`src/rtl/uart_word_bridge_pkg.sv`:
```
// Shared types and helpers for the UART word bridge.
// Holds the FSM encoding and little-endian byte-lane access.
package uart_bridge_pkg;

   localparam int WORD_BYTES = 4;

   typedef enum logic [2:0] {
      S_IDLE,
      S_RD_POP,
      S_RD_RESP,
      S_WR_SEND,
      S_WR_RESP,
      S_RELEASE
   } state_t;

   function automatic logic [7:0] byte_lane(
      input logic [31:0] w,
      input logic [1:0]  i
   );
      return w[{i, 3'b000} +: 8];
   endfunction

   function automatic logic [31:0] set_lane(
      input logic [31:0] w,
      input logic [1:0]  i,
      input logic [7:0]  b
   );
      logic [31:0] r;
      r = w;
      r[{i, 3'b000} +: 8] = b;
      return r;
   endfunction

endpackage

```
`src/rtl/uart_word_bridge_if.sv`:
```
// Byte-side and word-side signals of the UART word bridge.
// slave is the bridge; master is the UART PHY plus interpreter.
interface uart_word_bridge_if;

   logic        rx_byte_valid;
   logic [7:0]  rx_byte;
   logic [7:0]  tx_byte;
   logic        tx_byte_valid;
   logic        tx_byte_ready;
   logic        uart_rx_empty;
   logic        uart_tx_empty;
   logic        uart_read;
   logic        uart_write;
   logic [31:0] uart_write_data;
   logic [31:0] uart_read_data;
   logic        uart_response;
   logic        rx_overflow;

   modport slave (
      input  rx_byte_valid, rx_byte, tx_byte_ready,
      input  uart_read, uart_write, uart_write_data,
      output tx_byte, tx_byte_valid,
      output uart_rx_empty, uart_tx_empty,
      output uart_read_data, uart_response, rx_overflow
   );

   modport master (
      output rx_byte_valid, rx_byte, tx_byte_ready,
      output uart_read, uart_write, uart_write_data,
      input  tx_byte, tx_byte_valid,
      input  uart_rx_empty, uart_tx_empty,
      input  uart_read_data, uart_response, rx_overflow
   );

endinterface

```
`src/rtl/uart_word_bridge_byte_fifo.sv`:
```
// Synchronous byte FIFO with a combinational head output.
// A pop frees a slot, so push+pop is accepted even when full.
module byte_fifo #(
   parameter  int DEPTH    = 16,
   parameter  int WIDTH    = 8,
   localparam int PTR_BITS = $clog2(DEPTH)
) (
   input  logic                clk,
   input  logic                reset,
   input  logic                push,
   input  logic [WIDTH-1:0]    din,
   input  logic                pop,
   output logic [WIDTH-1:0]    dout,
   output logic [PTR_BITS:0]   count,
   output logic                full
);

   logic [WIDTH-1:0]    mem [DEPTH];
   logic [PTR_BITS-1:0] wr_ptr;
   logic [PTR_BITS-1:0] rd_ptr;
   logic                do_push;
   logic                do_pop;

   assign full    = (count == (PTR_BITS+1)'(DEPTH));
   assign do_pop  = pop && (count != '0);
   assign do_push = push && (!full || do_pop);
   assign dout    = mem[rd_ptr];

   // pointers wrap naturally; count tracks occupancy
   always_ff @(posedge clk) begin
      if (!reset) begin
         wr_ptr <= '0;
         rd_ptr <= '0;
         count  <= '0;
      end else begin
         if (do_push) wr_ptr <= wr_ptr + 1'b1;
         if (do_pop)  rd_ptr <= rd_ptr + 1'b1;
         if (do_push && !do_pop)
            count <= count + 1'b1;
         else if (do_pop && !do_push)
            count <= count - 1'b1;
      end
   end

   // storage needs no reset; count guards reads
   always_ff @(posedge clk) begin
      if (do_push) mem[wr_ptr] <= din;
   end

endmodule

```
`src/rtl/uart_word_bridge.sv`:
```
// Packs RX bytes into 32-bit command words and serialises
// 32-bit response words to the UART transmitter, LSB first.
module uart_word_bridge
   import uart_bridge_pkg::*;
#(
   parameter  int RX_FIFO_DEPTH = 16,
   localparam int RX_PTR_BITS   = $clog2(RX_FIFO_DEPTH)
) (
   input  logic         clk,
   input  logic         reset,
   uart_word_bridge_if.slave bus
);

   state_t               state;
   state_t               next_state;
   logic [1:0]           idx;
   logic [31:0]          word;
   logic [31:0]          read_data;
   logic                 response;
   logic                 overflow;
   logic [7:0]           head;
   logic [RX_PTR_BITS:0] count;
   logic                 full;
   logic                 pop;
   logic                 last;
   logic                 have_word;
   logic                 read_go;
   logic                 tx_hs;

   byte_fifo #(
      .DEPTH (RX_FIFO_DEPTH),
      .WIDTH (8)
   ) rx_fifo (
      .clk   (clk),
      .reset (reset),
      .push  (bus.rx_byte_valid),
      .din   (bus.rx_byte),
      .pop   (pop),
      .dout  (head),
      .count (count),
      .full  (full)
   );

   assign last      = (idx == 2'(WORD_BYTES - 1));
   assign have_word = (count >= (RX_PTR_BITS+1)'(WORD_BYTES));
   assign read_go   = bus.uart_read && have_word;
   assign tx_hs     = (state == S_WR_SEND) && bus.tx_byte_ready;

   // next state; reads win over writes, RELEASE waits for both levels low
   always_comb begin
      next_state = state;
      pop        = 1'b0;
      unique case (state)
         S_IDLE: begin
            if (read_go)
               next_state = S_RD_POP;
            else if (bus.uart_write)
               next_state = S_WR_SEND;
         end
         S_RD_POP: begin
            pop = 1'b1;
            if (last) next_state = S_RD_RESP;
         end
         S_RD_RESP: next_state = S_RELEASE;
         S_WR_SEND: begin
            if (tx_hs && last) next_state = S_WR_RESP;
         end
         S_WR_RESP: next_state = S_RELEASE;
         S_RELEASE: begin
            if (!bus.uart_read && !bus.uart_write)
               next_state = S_IDLE;
         end
         default: next_state = S_IDLE;
      endcase
   end

   // state register
   always_ff @(posedge clk) begin
      if (!reset) state <= S_IDLE;
      else        state <= next_state;
   end

   // byte index, word assembly/latch, response pulse, sticky overflow
   always_ff @(posedge clk) begin
      if (!reset) begin
         idx       <= '0;
         word      <= '0;
         read_data <= '0;
         response  <= 1'b0;
         overflow  <= 1'b0;
      end else begin
         response <= (next_state == S_RD_RESP) ||
                     (next_state == S_WR_RESP);
         if (bus.rx_byte_valid && full && !pop)
            overflow <= 1'b1;
         case (state)
            S_IDLE: begin
               idx <= '0;
               if (!read_go && bus.uart_write)
                  word <= bus.uart_write_data;
            end
            S_RD_POP: begin
               word <= set_lane(word, idx, head);
               idx  <= idx + 1'b1;
               if (last)
                  read_data <= set_lane(word, idx, head);
            end
            S_WR_SEND: begin
               if (tx_hs) idx <= idx + 1'b1;
            end
            default: ;
         endcase
      end
   end

   assign bus.tx_byte_valid  = (state == S_WR_SEND);
   assign bus.tx_byte        = bus.tx_byte_valid ?
                               byte_lane(word, idx) : 8'h00;
   assign bus.uart_rx_empty  = !have_word;
   assign bus.uart_tx_empty  = (state == S_IDLE);
   assign bus.uart_read_data = read_data;
   assign bus.uart_response  = response;
   assign bus.rx_overflow    = overflow;

endmodule

```
`src/flat_wrapper.sv`:
```
// flat-port wrapper written by rule: the top's interface ports become plain ports
module uart_word_bridge_flat import uart_bridge_pkg::*;
#(
   parameter  int RX_FIFO_DEPTH = 16,
   localparam int RX_PTR_BITS   = $clog2(RX_FIFO_DEPTH)
)
  (clk, reset, bus_rx_byte_valid, bus_rx_byte, bus_tx_byte_ready, bus_uart_read, bus_uart_write, bus_uart_write_data, bus_tx_byte, bus_tx_byte_valid, bus_uart_rx_empty, bus_uart_tx_empty, bus_uart_read_data, bus_uart_response, bus_rx_overflow);
  uart_word_bridge_if bus_i ();
  input  logic clk;
  input  logic reset;
  input wire logic [$bits(bus_i.rx_byte_valid)-1:0] bus_rx_byte_valid;
  input wire logic [$bits(bus_i.rx_byte)-1:0] bus_rx_byte;
  input wire logic [$bits(bus_i.tx_byte_ready)-1:0] bus_tx_byte_ready;
  input wire logic [$bits(bus_i.uart_read)-1:0] bus_uart_read;
  input wire logic [$bits(bus_i.uart_write)-1:0] bus_uart_write;
  input wire logic [$bits(bus_i.uart_write_data)-1:0] bus_uart_write_data;
  output wire logic [$bits(bus_i.tx_byte)-1:0] bus_tx_byte;
  output wire logic [$bits(bus_i.tx_byte_valid)-1:0] bus_tx_byte_valid;
  output wire logic [$bits(bus_i.uart_rx_empty)-1:0] bus_uart_rx_empty;
  output wire logic [$bits(bus_i.uart_tx_empty)-1:0] bus_uart_tx_empty;
  output wire logic [$bits(bus_i.uart_read_data)-1:0] bus_uart_read_data;
  output wire logic [$bits(bus_i.uart_response)-1:0] bus_uart_response;
  output wire logic [$bits(bus_i.rx_overflow)-1:0] bus_rx_overflow;
  assign bus_i.rx_byte_valid = bus_rx_byte_valid;
  assign bus_i.rx_byte = bus_rx_byte;
  assign bus_i.tx_byte_ready = bus_tx_byte_ready;
  assign bus_i.uart_read = bus_uart_read;
  assign bus_i.uart_write = bus_uart_write;
  assign bus_i.uart_write_data = bus_uart_write_data;
  assign bus_tx_byte = bus_i.tx_byte;
  assign bus_tx_byte_valid = bus_i.tx_byte_valid;
  assign bus_uart_rx_empty = bus_i.uart_rx_empty;
  assign bus_uart_tx_empty = bus_i.uart_tx_empty;
  assign bus_uart_read_data = bus_i.uart_read_data;
  assign bus_uart_response = bus_i.uart_response;
  assign bus_rx_overflow = bus_i.rx_overflow;
  uart_word_bridge #(.RX_FIFO_DEPTH(RX_FIFO_DEPTH)) u_core (.clk(clk), .reset(reset), .bus(bus_i));
endmodule
```
`config.mk`:
```
export PLATFORM = sky130hd
export DESIGN_NAME = uart_word_bridge_flat
export DESIGN_NICKNAME = d
export VERILOG_FILES = /design/src/rtl/uart_word_bridge_pkg.sv /design/src/rtl/uart_word_bridge_if.sv /design/src/rtl/uart_word_bridge_byte_fifo.sv /design/src/rtl/uart_word_bridge.sv /design/src/flat_wrapper.sv
export SDC_FILE = /design/constraint.sdc
export NUM_CORES = 1
export LEC_CHECK = 0
export ABC_AREA = 1
export CAP_MARGIN = 5
export CORE_MARGIN = 8
export CORE_UTILIZATION = 62
export CTS_CLUSTER_DIAMETER = 100
export CTS_CLUSTER_SIZE = 28
export DETAILED_ROUTE_END_ITERATION = 7
export GPL_ROUTABILITY_DRIVEN = 0
export PLACE_DENSITY_LB_ADDON = 0.05
export SLEW_MARGIN = 20
export SYNTH_ARGS = -nofsm -noshare
export SYNTH_HDL_FRONTEND = slang
export SYNTH_HIERARCHICAL = 1
export SYNTH_SLANG_ARGS = --single-unit
```
`constraint.sdc`:
```
create_clock -name clk -period 5.4 [get_ports clk]
set_input_delay 1.08 -clock clk [delete_from_list [all_inputs] [get_ports clk]]
set_output_delay 1.08 -clock clk [all_outputs]
set_load 0.01 [all_outputs]
```
==> results of run 1 <==
==> power by group <==
group	total [mW]	leakage [nW]	internal, mW	switching (mW)
combinational	1.97	2.33	0.607	1.36
clock	0.927	0.159	0.431	0.496
sequential	2.14	1.87	1.92	0.215
==> metal layers <==
metal | up-vias | part of all wire, % | global-route usage, %
met5 | - | 0 | 0
met2 | 351 | 43 | 37.0
li1 | 3952 | - | -
met4 | 0 | 1.9 | 5.81
met1 | 3830 | 45 | 36.7
met3 | 39 | 10 | 5.04
==> logic make-up (layout without fill, tap and decap cells) <==
group	Yosys count	count (layout)	synth area share [%]
buffers and inverters	150	199	7.04
and+or+nand+nor	595	595	24.9
DFF	216	216	55.9
AOI/OAI and AO/OA	179	179	9.84
adders and majority gates	16	16	2.07
xor gates and xnor gates	3	3	0.262
==> cell usage in the layout (no fill, tap or decap), types with 12 or more instances in the layout <==
cell,netlist,final
o21ai_0,88,88
clkdlybuf4s50_1,0,89
ha_1,15,15
nor3_2,8,12
a31oi_1,23,23
o21ai_1,18,18
nand2_1,259,259
o211ai_1,24,24
nand3_1,94,94
dfxtp_1,88,87
a21oi_1,25,25
inv_1,85,85
nor3_1,17,13
edfxtp_1,128,128
nor2_1,194,194
==> Yosys cell counts (12+ instances only) <==
library cell  number
nand2_1          259
a21oi_1           25
ha_1              15
edfxtp_1         128
buf_2             27
inv_1             85
o21ai_0           88
buf_6             12
nor3_1            17
nand3_1           94
nor2_1           194
dfxtp_1           88
o211ai_1          24
o21ai_1           18
a31oi_1           23
==> flip-flops by register name (all words and copies together), names as in the netlist, named ones only <==
name,count
u_core/rx_fifo/rd_ptr,4
u_core/rx_fifo/wr_ptr,4
u_core/bus.uart_read_data,32
u_core/bus.rx_overflow,1
u_core/rx_fifo/count,5
u_core/bus.uart_response,1
u_core/state,3
u_core/rx_fifo/mem,128
u_core/idx,2
u_core/word,32
==> path summary, 6_finish.rpt <==
check / slack, ns / start / endpoint
max reg2reg: 1.78 / u_core/state[1] / u_core/rx_fifo/count[4]
max: 1.72 / u_core/state[1] / bus_tx_byte[1]
min: 0.51 / u_core/word[14] / u_core/word[14]
min reg2reg: 0.51 / u_core/word[14] / u_core/word[14]
==> critical path, cell delays in order (launching register included) <==
cell and delay [ns]:
dfxtp_1 0.39, inv_1 0.10, nor3_1 0.53, inv_1 0.30
a21oi_1 0.24, clkdlybuf4s50_1 0.57
==> stage by stage <==
stage | std cells | hold slack, ns
floorplan | 1159 | 0.462
global placement | 1407 | 0.478
detailed placement | 1407 | 0.467
CTS | 1424 | 0.511
global route | 1424 | 0.539
finish | 1424 | 0.514
==> final cells by class <==
class	instances	area, um2
Clock buffer	15	290
Clock inverter	2	33.8
Fill cell	1258	4630
Inverter	89	334
Multi-Input combinational cell	793	3740
Sequential cell	216	5610
Tap cell	216	270
Timing Repair Buffer	93	918
==> reports/summary.txt, run 1 <==
CTS sink count: 216
IO buf count: 90
Hold/Removal Path Class: reg2reg
DRC errors left: 0
Vias/cell: 5.74
vias in the first global route: 7369
Peak VDD IR: 0.268 mV
Finished Core Util: 70.7%
syn nets: 1221
Tcrit/Tclk final: 68.2%
hold_buf cts: 0
GRT Overall Usage: 24.9%
Die Y: 143 um
final setup fails: 0
WP data arrival: 2.60 ns
CTS root buffer: clkbuf_16
R2R cell count: 16
gr ovfl total: 0
CTS tree: done
hold depth: 2
Final min period: 3.68 ns
DR iter-0 viols: 1044
Final Skew: 0.0195 ns
DR pass1 iterations: 5
final WL: 25.8 mm
H-tree depth: 1
IO Pins: 91
Ant. Diodes: 0
largest area contributor in the netlist: edfxtp_1
worst path required time: 4.32 ns
core area: 0.0158 mm2
Critical Path End Type: primary output
Post-synth ARST share: 0%
Worst slew margin: 20.1%
max-slew violations: 0
crit path kind: reg2out
Die Width: 143 um
Via Count: 8172
CTS clk-pin slew, worst paths: 0.11 ns
status: completed
leakage: 4.37 nW
Final Hold Viols: 0
CTS resizes: 0
CTS Buffer Depth: 3
first-pass GRT wire length: 40.0 mm
FP Rows: 46
synthesized area: 0.0100 mm2
TritonCTS buffer count: 11
fmax: 0.272 GHz
setup tns final: 0 ns
Worst-Skew Late Latency: 0.46 ns
RSZ-0062 raised after global routing: false
Top FF cell, synth: edfxtp_1
Power per Cell Area: 449 mW/mm2
Startpoint Class: flop
Crit Path Max Fanout: 8
synthesis-to-finish area growth: 11.6%
die area: 0.0205 mm2
pre-CTS setup slack: 1.86 ns
DP HPWL: 17.3 mm
top cell type's share of synthesized area: 38.3%
Worst-Margin Slew: 1.19 ns
top cells by area, synth: edfxtp_1 38%, dfxtp_1 18%, nand2_1 9.7%, nor2_1 7.3%, nand3_1 4.7%
nets: 1266
fin area: 0.0112 mm2
Routed wire per std cell: 18.1 um
syn avg cell area: 8.66 um2
Ys Warns: 6
Pwr Total: 5.03 mW
Seq/Total Area, Yosys: 55.9%
number of flops mapped to enable cells by yosys: 128
Placed Instance Area: 0.0109 mm2
Max-Cap Viols: 0
initial antenna violation count: 0
flops & latches, synth: 216
layout cells sized above 1: 3.89%
initial core utilization: 63.4%
synth unique cells: 33
Final ANT Viol Nets: 0
largest net degree at the start of global routing: 64
final setup margin: 1.72 ns
post-CTS setup buffer count: 0
Syn Inst Count: 1159
Power figures use the tool's default switching activity.
==> inputs of run 2 (changes only) <==
Settings changed: CORE_UTILIZATION 62 to 52.
Clock period 5.4 ns to 3 ns, I/O delays scaled along.
==> run 2 against run 1 <==
Net effect:
- clock skew decreased by 0.0048 ns
- sequential power is 75% higher
- critical endpoint is now bus_tx_byte[0]
- design area grew 3.0%
- core utilization down 11 points
- combinational power is 94% higher
==> reports/summary.txt, run 2 (synthesis results as in run 1) <==
status: completed
Die Width: 155 um (+8.2%)
crit path kind: reg2out
DRC errors left: 0 (unchanged)
worst path required time: 2.40 ns (-1.92 ns)
Max-Cap Viols: 0 (unchanged)
Tcrit/Tclk final: 95.0%
Crit Path Max Fanout: 30 (+22)
CTS sink count: 216 (unchanged)
largest net degree at the start of global routing: 59 (-7.8%)
Startpoint Class: flop
commonest non-fill, non-tap cell in the layout: nand2_1
leakage: 4.55 nW (+4.3%)
Critical Path End Type: primary output
setup tns final: 0 ns (unchanged)
Final min period: 2.85 ns
WP data arrival: 2.25 ns (-0.35 ns)
DR iter-0 viols: 754 (-28%)
R2R cell count: 9 (-7)
FP Rows: 51 (+11%)
GRT Overall Usage: 21.8% (-3.1 points)
die area: 0.0240 mm2 (+17%)
Vias/cell: 5.45 (-5.1%)
DP HPWL: 18.2 mm (+5.2%)
most frequent cells in the layout: 259 x nand2_1, 194 x nor2_1, 128 x edfxtp_1
first-pass GRT wire length: 41.6 mm (+4.1%)
synthesis-to-finish area growth: 14.9%
Final ANT Viol Nets: 0 (unchanged)
Via Count: 8203 (+0.38%)
max-slew violations: 0 (unchanged)
nets: 1299 (+2.6%)
CTS Buffer Depth: 3 (unchanged)
core area: 0.0192 mm2 (+21%)
DR pass1 iterations: 5 (unchanged)
CTS root buffer: clkbuf_16
IO Pins: 91 (unchanged)
Hold Slack: 0.498 ns (-0.0155 ns)
H-tree depth: 1 (unchanged)
Worst-Skew Late Latency: 0.47 ns (about the same)
Peak VDD IR: 0.447 mV (+66%)
initial core utilization: 52.3% (-11 points)
Final Skew: 0.0147 ns (-0.00476 ns)
fill cell count: 1750 (+39%)
Final Hold Viols: 0 (unchanged)
IO buf count: 90 (unchanged)
Hold/Removal Path Class: reg2reg
final WL: 26.7 mm (+3.5%)
Power per Cell Area: 803 mW/mm2 (+79%)
final setup fails: 0 (unchanged)
Ant. Diodes: 0 (unchanged)
Die Y: 155 um (+8.2%)
Worst-Margin Slew: 0.715 ns (-0.474 ns)
fmax: 0.351 GHz
TritonCTS buffer count: 11 (unchanged)
Largest Register: u_core/rx_fifo/mem
Routed wire per std cell: 17.7 um (-2.2%)
max FFs per register: 128 (unchanged)
initial antenna violation count: 0 (unchanged)
Worst slew margin: 52.2% (+32 points)
gr ovfl total: 0 (unchanged)
Finished Core Util: 60.0% (-11 points)
vias in the first global route: 7428 (+0.80%)
CTS tree: done
hold depth: 2 (unchanged)
post-CTS setup buffer count: 0 (unchanged)
CTS clk-pin slew, worst paths: 0.11 ns (about the same)
layout cells sized above 1: 6.29% (+2.4 points)
RSZ-0062 raised after global routing: false
==> run 2: stage by stage <==
step                power (mW)  worst slack [ns]  cell area, um2  std cells
floorplan                 6.51             0.662           10000       1159
global placement          7.54             0.452           11200       1489
detailed placement        7.58             0.418           11200       1489
CTS                       9.27             0.113           11500       1506
global route              9.87            0.0642           11500       1506
finish                    9.26             0.151           11500       1506
==> run 2: layout make-up <==
| type | instances | area (um2) | share of cell area [%] |
|---|---|---|---|
| clock inverter | 3 | 37.5 | 0.325 |
| tap | 265 | 332 | 2.87 |
| sequential | 216 | 5610 | 48.6 |
| inverter | 89 | 334 | 2.90 |
| clock buffer | 14 | 287 | 2.48 |
| timing repair buffer | 126 | 1210 | 10.5 |
| multi-input combinational | 793 | 3730 | 32.3 |
==> run 2: layer usage <==
layer  track usage (%)  part of all wire, %  up-vias
met5                 0                    0        -
met4              5.13                  1.8        0
met3              2.88                  7.9       26
met2              31.8                   43      315
met1              33.7                   47     3855
li1                  -                    -     4007
==> run 2: final timing paths <==
path | slack, ns | start | end
worst max-delay path | 0.15 | u_core/idx[0] | bus_tx_byte[0]
worst max register to register | 0.60 | u_core/idx[0] | u_core/bus.uart_read_data[12]
worst min-delay path | 0.50 | u_core/word[14] | u_core/bus.uart_read_data[14]
worst min register to register | 0.50 | u_core/word[14] | u_core/bus.uart_read_data[14]
==> run 2: worst max-delay path, cell delays in order, from the launching register on <==
cell and delay [ns]:
dfxtp_1 0.36, buf_6 0.23, inv_1 0.20, o21ai_0 0.35, a21oi_1 0.13, clkdlybuf4s50_1 0.49
==> run 2: report_power, final <==
part	switching, mW	total, mW	internal [mW]
Clock	0.912	1.68	0.773
Combinational	2.59	3.83	1.24
Sequential	0.290	3.75	3.46
Total	3.79	9.26	5.47
==> run 2: repair_timing <==
item	in CTS	in global routing
resized for setup	0	3
hold buffers	0	0
setup endpoints to repair	0	4
endpoints found under the hold margin	0	0
